[config.mk]
export PLATFORM = sky130hd
export DESIGN_NAME = uart_rx_cfg
export DESIGN_NICKNAME = d
export VERILOG_FILES = /design/src/rtl/uart_pkg.sv /design/src/rtl/uart_rx_fifo.sv /design/src/rtl/uart_rx_cfg.sv
export SDC_FILE = /design/constraint.sdc
export NUM_CORES = 1
export LEC_CHECK = 0
export ABC_AREA = 0
export CAP_MARGIN = 20
export CORE_ASPECT_RATIO = 1.1
export CORE_UTILIZATION = 46
export CTS_BUF_LIST = sky130_fd_sc_hd__clkbuf_8
export DETAILED_ROUTE_END_ITERATION = 8
export SETUP_SLACK_MARGIN = 0.1
export SLEW_MARGIN = 20
export SYNTH_ARGS = -nofsm -noshare
export SYNTH_HDL_FRONTEND = slang
export SYNTH_SLANG_ARGS = --single-unit
export TNS_END_PERCENT = 30
[constraint.sdc]
create_clock -name clk -period 3.02 [get_ports clk]
set_input_delay 0.453 -clock clk [delete_from_list [all_inputs] [get_ports clk]]
set_output_delay 0.453 -clock clk [all_outputs]
set_load 0.1 [all_outputs]
[src/rtl/uart_pkg.sv]
// Shared types and constants for the configurable UART receiver.
package uart_pkg;

  localparam int unsigned PARITY_NONE   = 0;
  localparam int unsigned PARITY_ODD    = 1;
  localparam int unsigned PARITY_EVEN   = 2;

  // Widest data field the receiver can be configured for.
  localparam int unsigned MAX_DATA_BITS = 9;

  typedef enum logic [2:0] {
    ST_IDLE,
    ST_START,
    ST_DATA,
    ST_PARITY,
    ST_STOP,
    ST_PUSH
  } rx_state_e;

  // One received frame as stored in the output FIFO.
  typedef struct packed {
    logic [MAX_DATA_BITS-1:0] data;
    logic                     parity_err;
    logic                     frame_err;
  } rx_entry_t;

  localparam int unsigned ENTRY_W = $bits(rx_entry_t);

endpackage

[src/rtl/uart_rx_fifo.sv]
// Power-of-two FIFO with a registered head-of-queue output.
module uart_rx_fifo #(
  parameter int unsigned WIDTH = 8,
  parameter int unsigned DEPTH = 4
) (
  input  logic                       clk,
  input  logic                       rst_n,
  input  logic                       push,
  input  logic [WIDTH-1:0]           push_data,
  input  logic                       pop,
  output logic [WIDTH-1:0]           head_data,
  output logic                       full,
  output logic                       empty,
  output logic [$clog2(DEPTH):0]     count
);

  localparam int unsigned AW = $clog2(DEPTH);
  localparam int unsigned CW = AW + 1;

  logic [WIDTH-1:0] mem_q [DEPTH];
  logic [WIDTH-1:0] mem_d [DEPTH];
  logic [AW-1:0]    wr_ptr_q, wr_ptr_d;
  logic [AW-1:0]    rd_ptr_q, rd_ptr_d;
  logic [CW-1:0]    count_q, count_d;
  logic [WIDTH-1:0] head_q, head_d;
  logic             full_q, full_d;
  logic             empty_q, empty_d;
  logic             push_ok, pop_ok;

  // Pops only from a non-empty FIFO; a push into a full FIFO succeeds only alongside a pop.
  always_comb begin
    pop_ok   = pop & ~empty_q;
    push_ok  = push & (~full_q | pop_ok);
    mem_d    = mem_q;
    if (push_ok) mem_d[wr_ptr_q] = push_data;
    wr_ptr_d = wr_ptr_q + AW'(push_ok);
    rd_ptr_d = rd_ptr_q + AW'(pop_ok);
    count_d  = count_q + CW'(push_ok) - CW'(pop_ok);
    head_d   = mem_d[rd_ptr_d];
    full_d   = (count_d == CW'(DEPTH));
    empty_d  = (count_d == '0);
  end

  // Storage, pointers and registered status.
  always_ff @(posedge clk or negedge rst_n) begin
    if (!rst_n) begin
      for (int i = 0; i < DEPTH; i++) mem_q[i] <= '0;
      wr_ptr_q <= '0;
      rd_ptr_q <= '0;
      count_q  <= '0;
      head_q   <= '0;
      full_q   <= 1'b0;
      empty_q  <= 1'b1;
    end else begin
      mem_q    <= mem_d;
      wr_ptr_q <= wr_ptr_d;
      rd_ptr_q <= rd_ptr_d;
      count_q  <= count_d;
      head_q   <= head_d;
      full_q   <= full_d;
      empty_q  <= empty_d;
    end
  end

  assign head_data = head_q;
  assign full      = full_q;
  assign empty     = empty_q;
  assign count     = count_q;

endmodule

[src/rtl/uart_rx_cfg.sv]
// Configurable UART receiver: synchroniser, 3-sample majority decoder and output FIFO.
module uart_rx_cfg
  import uart_pkg::*;
#(
  parameter int unsigned CLKS_PER_BIT = 434,
  parameter int unsigned DATA_BITS    = 8,
  parameter int unsigned PARITY       = 0,
  parameter int unsigned STOP_BITS    = 1,
  parameter int unsigned FIFO_DEPTH   = 4
) (
  input  logic                          clk,
  input  logic                          rst,
  input  logic                          rx,
  output logic [DATA_BITS-1:0]          data_received,
  output logic                          parity_err,
  output logic                          frame_err,
  output logic                          valid,
  input  logic                          ready,
  output logic                          overrun,
  output logic [$clog2(FIFO_DEPTH):0]   fifo_count
);

  localparam int unsigned CNT_W   = $clog2(CLKS_PER_BIT);
  localparam int unsigned BIT_W   = $clog2(DATA_BITS);
  localparam int unsigned HALF    = CLKS_PER_BIT / 2;
  localparam int unsigned SMP0    = HALF - 1;
  localparam int unsigned SMP1    = HALF;
  localparam int unsigned VOTE    = HALF + 1;
  localparam int unsigned LAST    = CLKS_PER_BIT - 1;

  if (CLKS_PER_BIT < 8) begin : g_bad_clks
    $error("CLKS_PER_BIT must be >= 8");
  end
  if (DATA_BITS < 5 || DATA_BITS > 9) begin : g_bad_data
    $error("DATA_BITS must be 5..9");
  end
  if (PARITY > PARITY_EVEN) begin : g_bad_parity
    $error("PARITY must be 0, 1 or 2");
  end
  if (STOP_BITS < 1 || STOP_BITS > 2) begin : g_bad_stop
    $error("STOP_BITS must be 1 or 2");
  end
  if (FIFO_DEPTH < 2 || (FIFO_DEPTH & (FIFO_DEPTH - 1)) != 0) begin : g_bad_depth
    $error("FIFO_DEPTH must be a power of 2 and >= 2");
  end

  logic [1:0]           sync_q, sync_d;
  logic [1:0]           settle_q, settle_d;
  logic                 rx_prev_q, rx_prev_d;
  rx_state_e            state_q, state_d;
  logic [CNT_W-1:0]     cnt_q, cnt_d;
  logic [BIT_W-1:0]     bit_q, bit_d;
  logic                 stop_q, stop_d;
  logic [1:0]           smp_q, smp_d;
  logic [DATA_BITS-1:0] shreg_q, shreg_d;
  logic                 perr_q, perr_d;
  logic                 ferr_q, ferr_d;
  logic                 overrun_q, overrun_d;

  logic                 rx_s, vote_c, at_vote_c, at_end_c, push_c, pop_c;
  logic                 fifo_full, fifo_empty;
  rx_entry_t            push_entry, head_entry;

  // Synchroniser; rx_prev only tracks the line once real samples have reached stage two,
  // so a line already low at reset release never looks like a falling edge.
  always_comb begin
    sync_d    = {sync_q[0], rx};
    settle_d  = {settle_q[0], 1'b1};
    rx_s      = sync_q[1];
    rx_prev_d = settle_q[1] & rx_s;
  end

  // Majority of the two stored samples and the live third sample.
  always_comb begin
    vote_c    = (smp_q[0] & smp_q[1]) | (smp_q[0] & rx_s) | (smp_q[1] & rx_s);
    at_vote_c = (cnt_q == CNT_W'(VOTE));
    at_end_c  = (cnt_q == CNT_W'(LAST));
  end

  // Frame decoder next-state and datapath.
  always_comb begin
    state_d = state_q;
    cnt_d   = cnt_q;
    bit_d   = bit_q;
    stop_d  = stop_q;
    smp_d   = smp_q;
    shreg_d = shreg_q;
    perr_d  = perr_q;
    ferr_d  = ferr_q;
    push_c  = 1'b0;

    if (state_q != ST_IDLE && state_q != ST_PUSH) begin
      cnt_d = at_end_c ? '0 : cnt_q + CNT_W'(1);
      if (cnt_q == CNT_W'(SMP0)) smp_d[0] = rx_s;
      if (cnt_q == CNT_W'(SMP1)) smp_d[1] = rx_s;
    end

    unique case (state_q)
      ST_IDLE: begin
        cnt_d  = '0;
        bit_d  = '0;
        stop_d = 1'b0;
        perr_d = 1'b0;
        ferr_d = 1'b0;
        if (rx_prev_q && !rx_s) state_d = ST_START;
      end
      ST_START: begin
        if (at_vote_c && vote_c) begin
          state_d = ST_IDLE;
          cnt_d   = '0;
        end else if (at_end_c) begin
          state_d = ST_DATA;
        end
      end
      ST_DATA: begin
        if (at_vote_c) shreg_d = {vote_c, shreg_q[DATA_BITS-1:1]};
        if (at_end_c) begin
          if (bit_q == BIT_W'(DATA_BITS - 1)) begin
            bit_d   = '0;
            state_d = (PARITY != PARITY_NONE) ? ST_PARITY : ST_STOP;
          end else begin
            bit_d = bit_q + BIT_W'(1);
          end
        end
      end
      ST_PARITY: begin
        if (at_vote_c) perr_d = (((^shreg_q) ^ vote_c) != (PARITY == PARITY_ODD));
        if (at_end_c) state_d = ST_STOP;
      end
      ST_STOP: begin
        if (at_vote_c) begin
          if (!vote_c) ferr_d = 1'b1;
          if (stop_q == 1'(STOP_BITS - 1)) begin
            state_d = ST_PUSH;
            cnt_d   = '0;
          end
        end else if (at_end_c) begin
          stop_d = 1'b1;
        end
      end
      ST_PUSH: begin
        push_c  = 1'b1;
        state_d = ST_IDLE;
        cnt_d   = '0;
      end
      default: state_d = ST_IDLE;
    endcase
  end

  // FIFO write payload, pop qualification and dropped-frame detection.
  always_comb begin
    push_entry.data       = MAX_DATA_BITS'(shreg_q);
    push_entry.parity_err = (PARITY != PARITY_NONE) && perr_q;
    push_entry.frame_err  = ferr_q;
    pop_c                 = ready & ~fifo_empty;
    overrun_d             = push_c & fifo_full & ~pop_c;
  end

  // Receiver state registers.
  always_ff @(posedge clk or negedge rst) begin
    if (!rst) begin
      sync_q    <= 2'b11;
      settle_q  <= 2'b00;
      rx_prev_q <= 1'b0;
      state_q   <= ST_IDLE;
      cnt_q     <= '0;
      bit_q     <= '0;
      stop_q    <= 1'b0;
      smp_q     <= '0;
      shreg_q   <= '0;
      perr_q    <= 1'b0;
      ferr_q    <= 1'b0;
      overrun_q <= 1'b0;
    end else begin
      sync_q    <= sync_d;
      settle_q  <= settle_d;
      rx_prev_q <= rx_prev_d;
      state_q   <= state_d;
      cnt_q     <= cnt_d;
      bit_q     <= bit_d;
      stop_q    <= stop_d;
      smp_q     <= smp_d;
      shreg_q   <= shreg_d;
      perr_q    <= perr_d;
      ferr_q    <= ferr_d;
      overrun_q <= overrun_d;
    end
  end

  uart_rx_fifo #(
    .WIDTH (ENTRY_W),
    .DEPTH (FIFO_DEPTH)
  ) u_fifo (
    .clk       (clk),
    .rst_n     (rst),
    .push      (push_c),
    .push_data (push_entry),
    .pop       (ready),
    .head_data (head_entry),
    .full      (fifo_full),
    .empty     (fifo_empty),
    .count     (fifo_count)
  );

  if (DATA_BITS < MAX_DATA_BITS) begin : g_pad
    logic unused_pad;
    assign unused_pad = ^head_entry.data[MAX_DATA_BITS-1:DATA_BITS];
  end

  assign data_received = head_entry.data[DATA_BITS-1:0];
  assign parity_err    = head_entry.parity_err;
  assign frame_err     = head_entry.frame_err;
  assign valid         = ~fifo_empty;
  assign overrun       = overrun_q;

endmodule

[Yosys cells after proc, flatten, opt, wreduce, memory -nomap -nowiden]
Cells that the tools add are included.
Storage, ports and cells
  flip-flop bits (word level): 96
  latch bits: 0
  bits in writable memories: 0
  memory bits (read-only): 0
  input port bits: 4
  output and inout bits: 15
  logic and storage cells: 119
  memories: 0
Operators by class
  $add $sub $neg: 6
  multipliers: 0
  div/mod/pow operators: 0
  magnitude comparators: 3
  eq/ne operators: 22
  shift operators: 0
  multiplexer cells: 32
  bitwise logic cells: 16
  reductions and logical operators: 18
Operator list (count)
  $mux W9: 5
  $bwmux W44: 1
  $mux W44: 1
  $mux W3: 10
  $eq A9 B8 Y1 const B: 3
  $pmux W9 S3: 1
  $bmux W11 S2: 1
  $demux W11 S2: 1
  $mux W10: 2
  $ne A2 B2 Y1 const B: 9
  $pmux W3 S5: 1
  $eq A3 B3 Y1 const B: 4
  $mux W11: 1
  $add A9 B1 Y9 const B: 1
  $eq A9 B9 Y1 const B: 1
  $and A1 B1 Y1: 8
  $reduce_and A2 Y1: 4
  $reduce_and A7 Y1: 1
  $eq A3 B2 Y1 const B: 2
  $ge A3 B3 Y1 const B: 2
  $logic_not A3 Y1: 2
  $ne A3 B3 Y1 const B: 2
  $not A2 Y3: 2
  $pmux W3 S2: 1
  16 further kinds: 31

[Longest topological paths before layout]
  depth in word-level cells: 10
  gate-level depth with buffers: 10
  gate-level depth less buffers: 9

[By module]
From an unflattened synthesis, not the netlist that was laid out.
Unflattened totals
  cells, all modules: 382
  area total of the unflattened synthesis: 4645.7 um^2
Modules (own cells, without submodules)
  uart_rx_fifo: instances 1, cells an instance 238, area each 2964.1 um^2, sequential area each 1602.8 um^2
  uart_rx_cfg: instances 1, cells an instance 144, area each 1681.6 um^2, sequential area each 828.3 um^2

[Worst setup path after synthesis]
No wires, ideal clock.
  path kind: register -> register
  from: register u_fifo.count_q[0] (netlist: u_fifo.count[0])
  to: register u_fifo.full_q (netlist: u_fifo.full)
  setup time: 0.088 ns
  data arrival time: 2.433 ns
  required time: 2.932 ns
  slack: 0.498 ns
  cell stages (with the launch flop): 9
  buffers on the path: 0
  period minus slack after synthesis: 2.522 ns
  cell sequence: dfrtp_1 -> inv_1 -> ha_1 -> inv_1 -> ha_1 -> fa_1 -> xor2_1 -> xnor2_1 -> nor3b_1
Between the ends
  cells in the longest elaborated chain, start to end: 3
Ends and longest elaborated chain
  start: declaration: RTL line uart_rx_fifo.sv:24  | logic [CW-1:0] count_q, count_d;
  start signal: assignment: RTL line uart_rx_fifo.sv:58  | count_q <= count_d;
  $add A3 B1 Y3: RTL line uart_rx_fifo.sv:38  | count_d = count_q + CW'(push_ok) - CW'(pop_ok);
  $sub A3 B1 Y3: RTL line uart_rx_fifo.sv:38
  net u_fifo.count_d[2]: RTL line uart_rx_fifo.sv:24
  $eq A3 B3 Y1: RTL line uart_rx_fifo.sv:40  | full_d = (count_d == CW'(DEPTH));
  net u_fifo.full_d: RTL line uart_rx_fifo.sv:26  | logic full_q, full_d;
  end signal: assignment: RTL line uart_rx_fifo.sv:60  | full_q <= full_d;
  end: declaration: RTL line uart_rx_fifo.sv:26
The timed path passes the listed nets, and every way through them passes these cells.
A chain may end at the register's enable or synchronous reset.

[Final worst setup path]
  from: register u_fifo.full_q (netlist: u_fifo.full)
  to: register u_fifo.full_q (netlist: u_fifo.full)
Between the ends
  cells in the longest elaborated chain, start to end: 6
Ends and longest elaborated chain
  $not A1 Y1: RTL line uart_rx_fifo.sv:33  | push_ok = push & (~full_q | pop_ok);
  $or A1 B1 Y1: RTL line uart_rx_fifo.sv:33
  $and A1 B1 Y1: RTL line uart_rx_fifo.sv:33
  $add A3 B1 Y3: RTL line uart_rx_fifo.sv:38
  $sub A3 B1 Y3: RTL line uart_rx_fifo.sv:38
  net u_fifo.count_d[2]: RTL line uart_rx_fifo.sv:24
  $eq A3 B3 Y1: RTL line uart_rx_fifo.sv:40
  net u_fifo.full_d: RTL line uart_rx_fifo.sv:26
The timed path passes the listed nets, and every way through them passes these cells.

==> impl_metrics.csv <==
group,metric,value,unit
sta,drv_slew,0,
yosys,avgSynthCellArea,11.6,um^2
cts,clk-insertion-delay-late,0.37,ns
yosys,yosys_register_bits,92,
sta,maxSlewHeadroom,48.6,%
cts,cts-htree-levels,3,
layout,nets,424,
outcome,status,"finished, violations left",
layout,multiInputGateArea,2100,um^2
yosys,synth_ff_type,"dfrtp_1",
floorplan,start_util,47.3,%
routing,vias,3275,
floorplan,fp.dieW,98.0,um
floorplan,ios,19,
worst_setup_path,required,3.31,ns
placed_design,io_buffers,18,
placed_design,dp_hpwl,6.28,mm
layout,final-seq-area,2310,um^2
yosys,ys_types,58,
routing,wirelength,9.81,mm
sta,hold_viol,0,
hold_path,hold_path.class,"input pin to async pin",
worst_setup_path,critPathCaptureType,"flip-flop",
power,power_density,622,nW/um^2
global_routing,grt.overflow.total,0,
floorplan,fp.coreArea,9840,um^2
yosys,syn-cell-area,4660,um^2
power,leakagePower,1.86,nW
cts,clk_pin_slew,0.10,ns
layout,area_growth,8.27,%
floorplan,die_h,108,um
layout,fillers,862,
routing,first_pass_iters,6,
worst_setup_path,crit_type,"flip-flop to flip-flop",
sta,setup_violations,0,
sta,rsz0062_at_grt,"no",
worst_setup_path,r2r_slack,0.64,ns
yosys,synthesis.nets,418,
cts,cts_tree,"done",
cts,cts_hold_buf,0,
yosys,synth_edf_count,0,
routing,antenna_left,0,
routing,drc,1,
worst_setup_path,reg2reg_from,"u_fifo.full",
yosys,ys_warn_count,0,
sta,fin_crit,2.38,ns
yosys,async_reset_ff_share,100,%
placed_design,gp_congestion,0.774,
worst_setup_path,cp_max_fo,21,
worst_setup_path,arrival,2.67,ns
yosys,synth_top_area_cell,"dfrtp_1",
global_routing,grt_max_degree,59,
layout,drive_above_1_share,17.4,%
yosys,ys_top_cells_by_area,"dfrtp_1 (48%), a211oi_1 (5.8%), a21o_1 (5.8%)",
placed_design,pre_cts_slack,0.352,ns
cts,postCtsSetupRepairBufs,0,
cts,cts_sinks,92,
global_routing,first_global_vias,3261,
power,vdd_drop_max,0.336,mV
yosys,ys_seq_area_share,49.5,%
layout,final_util,51.3,%
routing,wire_per_inst,18.4,um
global_routing,grt_pass1_wl,16.1,mm
sta,fmax,0.421,GHz
layout,diodes,0,
global_routing,antenna_found_initial,0,
floorplan,rows,38,
sta,setup_tns,0,ns
floorplan,die_area,10500,um^2
outcome,violations,"DRC",
yosys,synthCells,403,
global_routing,grt_use_total,19.9,%
yosys,synth_top_area_share,47.8,%
cts,root_buffer,"clkbuf_8",
routing,viasPerCell,6.13,
cts,cts_made_buffers,9,
sta,fin_ws,0.644,ns
worst_setup_path,cp-start-kind,"flip-flop",
worst_setup_path,startpoint,"u_fifo.full",
routing,drtIter0Drc,142,
run,max_cap_violations,0,
cts,cts.repair.resized,0,
sta,timing.final.crit_share,78.7,%
sta,clock_skew,0.0117,ns
sta,tightest_slew,0.772,ns
cts,clk_path_buf_depth,2,
worst max-delay path, cell delays in order (launching register included):
cell     delay, ns
dfrtp_1       0.78
a21oi_1       0.25
ha_1          0.28
fa_1          0.38
xor2_1        0.17
xnor2_1       0.22
nor3b_1       0.20
report_power, final:
group	leakage [nW]	switching, mW	total, mW	internal (mW)
clock network	0.0983	0.438	0.842	0.404
registers	1.01	0.0837	1.39	1.30
logic	0.747	0.658	0.909	0.251
total	1.86	1.18	3.14	1.96
sequential cells by signal (all words and copies together) (netlist names), 2 cells and up:
register,flops
u_fifo.mem_q,40
u_fifo.head_data,10
u_fifo.count,3
shreg_q,8
smp_q,2
u_fifo.wr_ptr_q,2
cnt_q,9
settle_q,2
u_fifo.rd_ptr_q,2
bit_q,3
state_q,3
sync_q,2
worst paths after layout:
check / to / depth (start not counted)
worst min-delay path: u_fifo.count[2] / 1
worst max register to register: u_fifo.full / 6
worst max-delay path: u_fifo.full / 6
max in group asynchronous: cnt_q[5] / 2
min in group clk: settle_q[1] / 0
worst min register to register: settle_q[1] / 0
cells by family after synthesis:
group | Yosys count | synth area share (%)
compound gates | 142 | 25.5
flops | 92 | 49.5
simple gates | 85 | 11.0
buf+inv | 48 | 5.37
mux | 13 | 3.20
fa+ha+maj | 12 | 3.33
xor+xnor | 10 | 2.04
other cells | 1 | 0.0805
final cells by class:
class	instances	share of cell area (%)
flip-flops and latches	92	45.7
inverters	15	1.12
clock buffers	10	2.73
well taps	120	2.98
clock inverters	6	1.26
multi-input cells	263	41.7
repair buffers	28	4.51
per-layer routing:
layer	global-route usage, %	share of wire, %
met1	24.2	46
met3	3.96	2.0
met2	34.7	50
met5	0	0
met4	7.90	1.5
stage by stage:
step           instance area, um^2  hold slack (ns)  total power, mW  instances
2_1_floorplan                 4660            0.157             2.09        403
3_3_place_gp                  4840            0.334             2.31        518
3_5_place_dp                  4840            0.335             2.33        518
4_1_cts                       5040           0.0397             3.18        534
5_1_grt                       5040           0.0629             3.29        534
6_report                      5040           0.0403             3.14        534
cells in the mapped netlist, types with 3 or more instances:
cell / count
dfrtp_1: 89
a211oi_1: 36
a21o_1: 36
a2111oi_1: 26
nand2_1: 16
inv_1: 15
clkbuf_1: 13
nand2b_1: 12
mux2_2: 11
nor4_1: 11
a21oi_1: 10
ha_1: 10
a2111oi_0: 9
nor2_1: 9
buf_2: 8
buf_6: 6
nor3_1: 6
a22o_1: 5
o21ai_0: 5
or3_1: 5
xor2_1: 5
and2_1: 4
buf_4: 4
nand3_1: 4
xnor2_1: 4
dfstp_2: 3
cells in the final DEF, fill, tap and decap left out, drive strengths merged, types with 6 or more instances in the layout:
cell	instances
nor2	9
mux2	12
clkbuf	10
a21oi	10
a21o	36
nand2	16
a211oi	37
inv	15
buf	26
xor2	6
dfrtp	89
nor4	11
nand2b	13
nor3	6
a2111oi	37
ha	10
No activity file was read; power rests on OpenSTA's default activity.
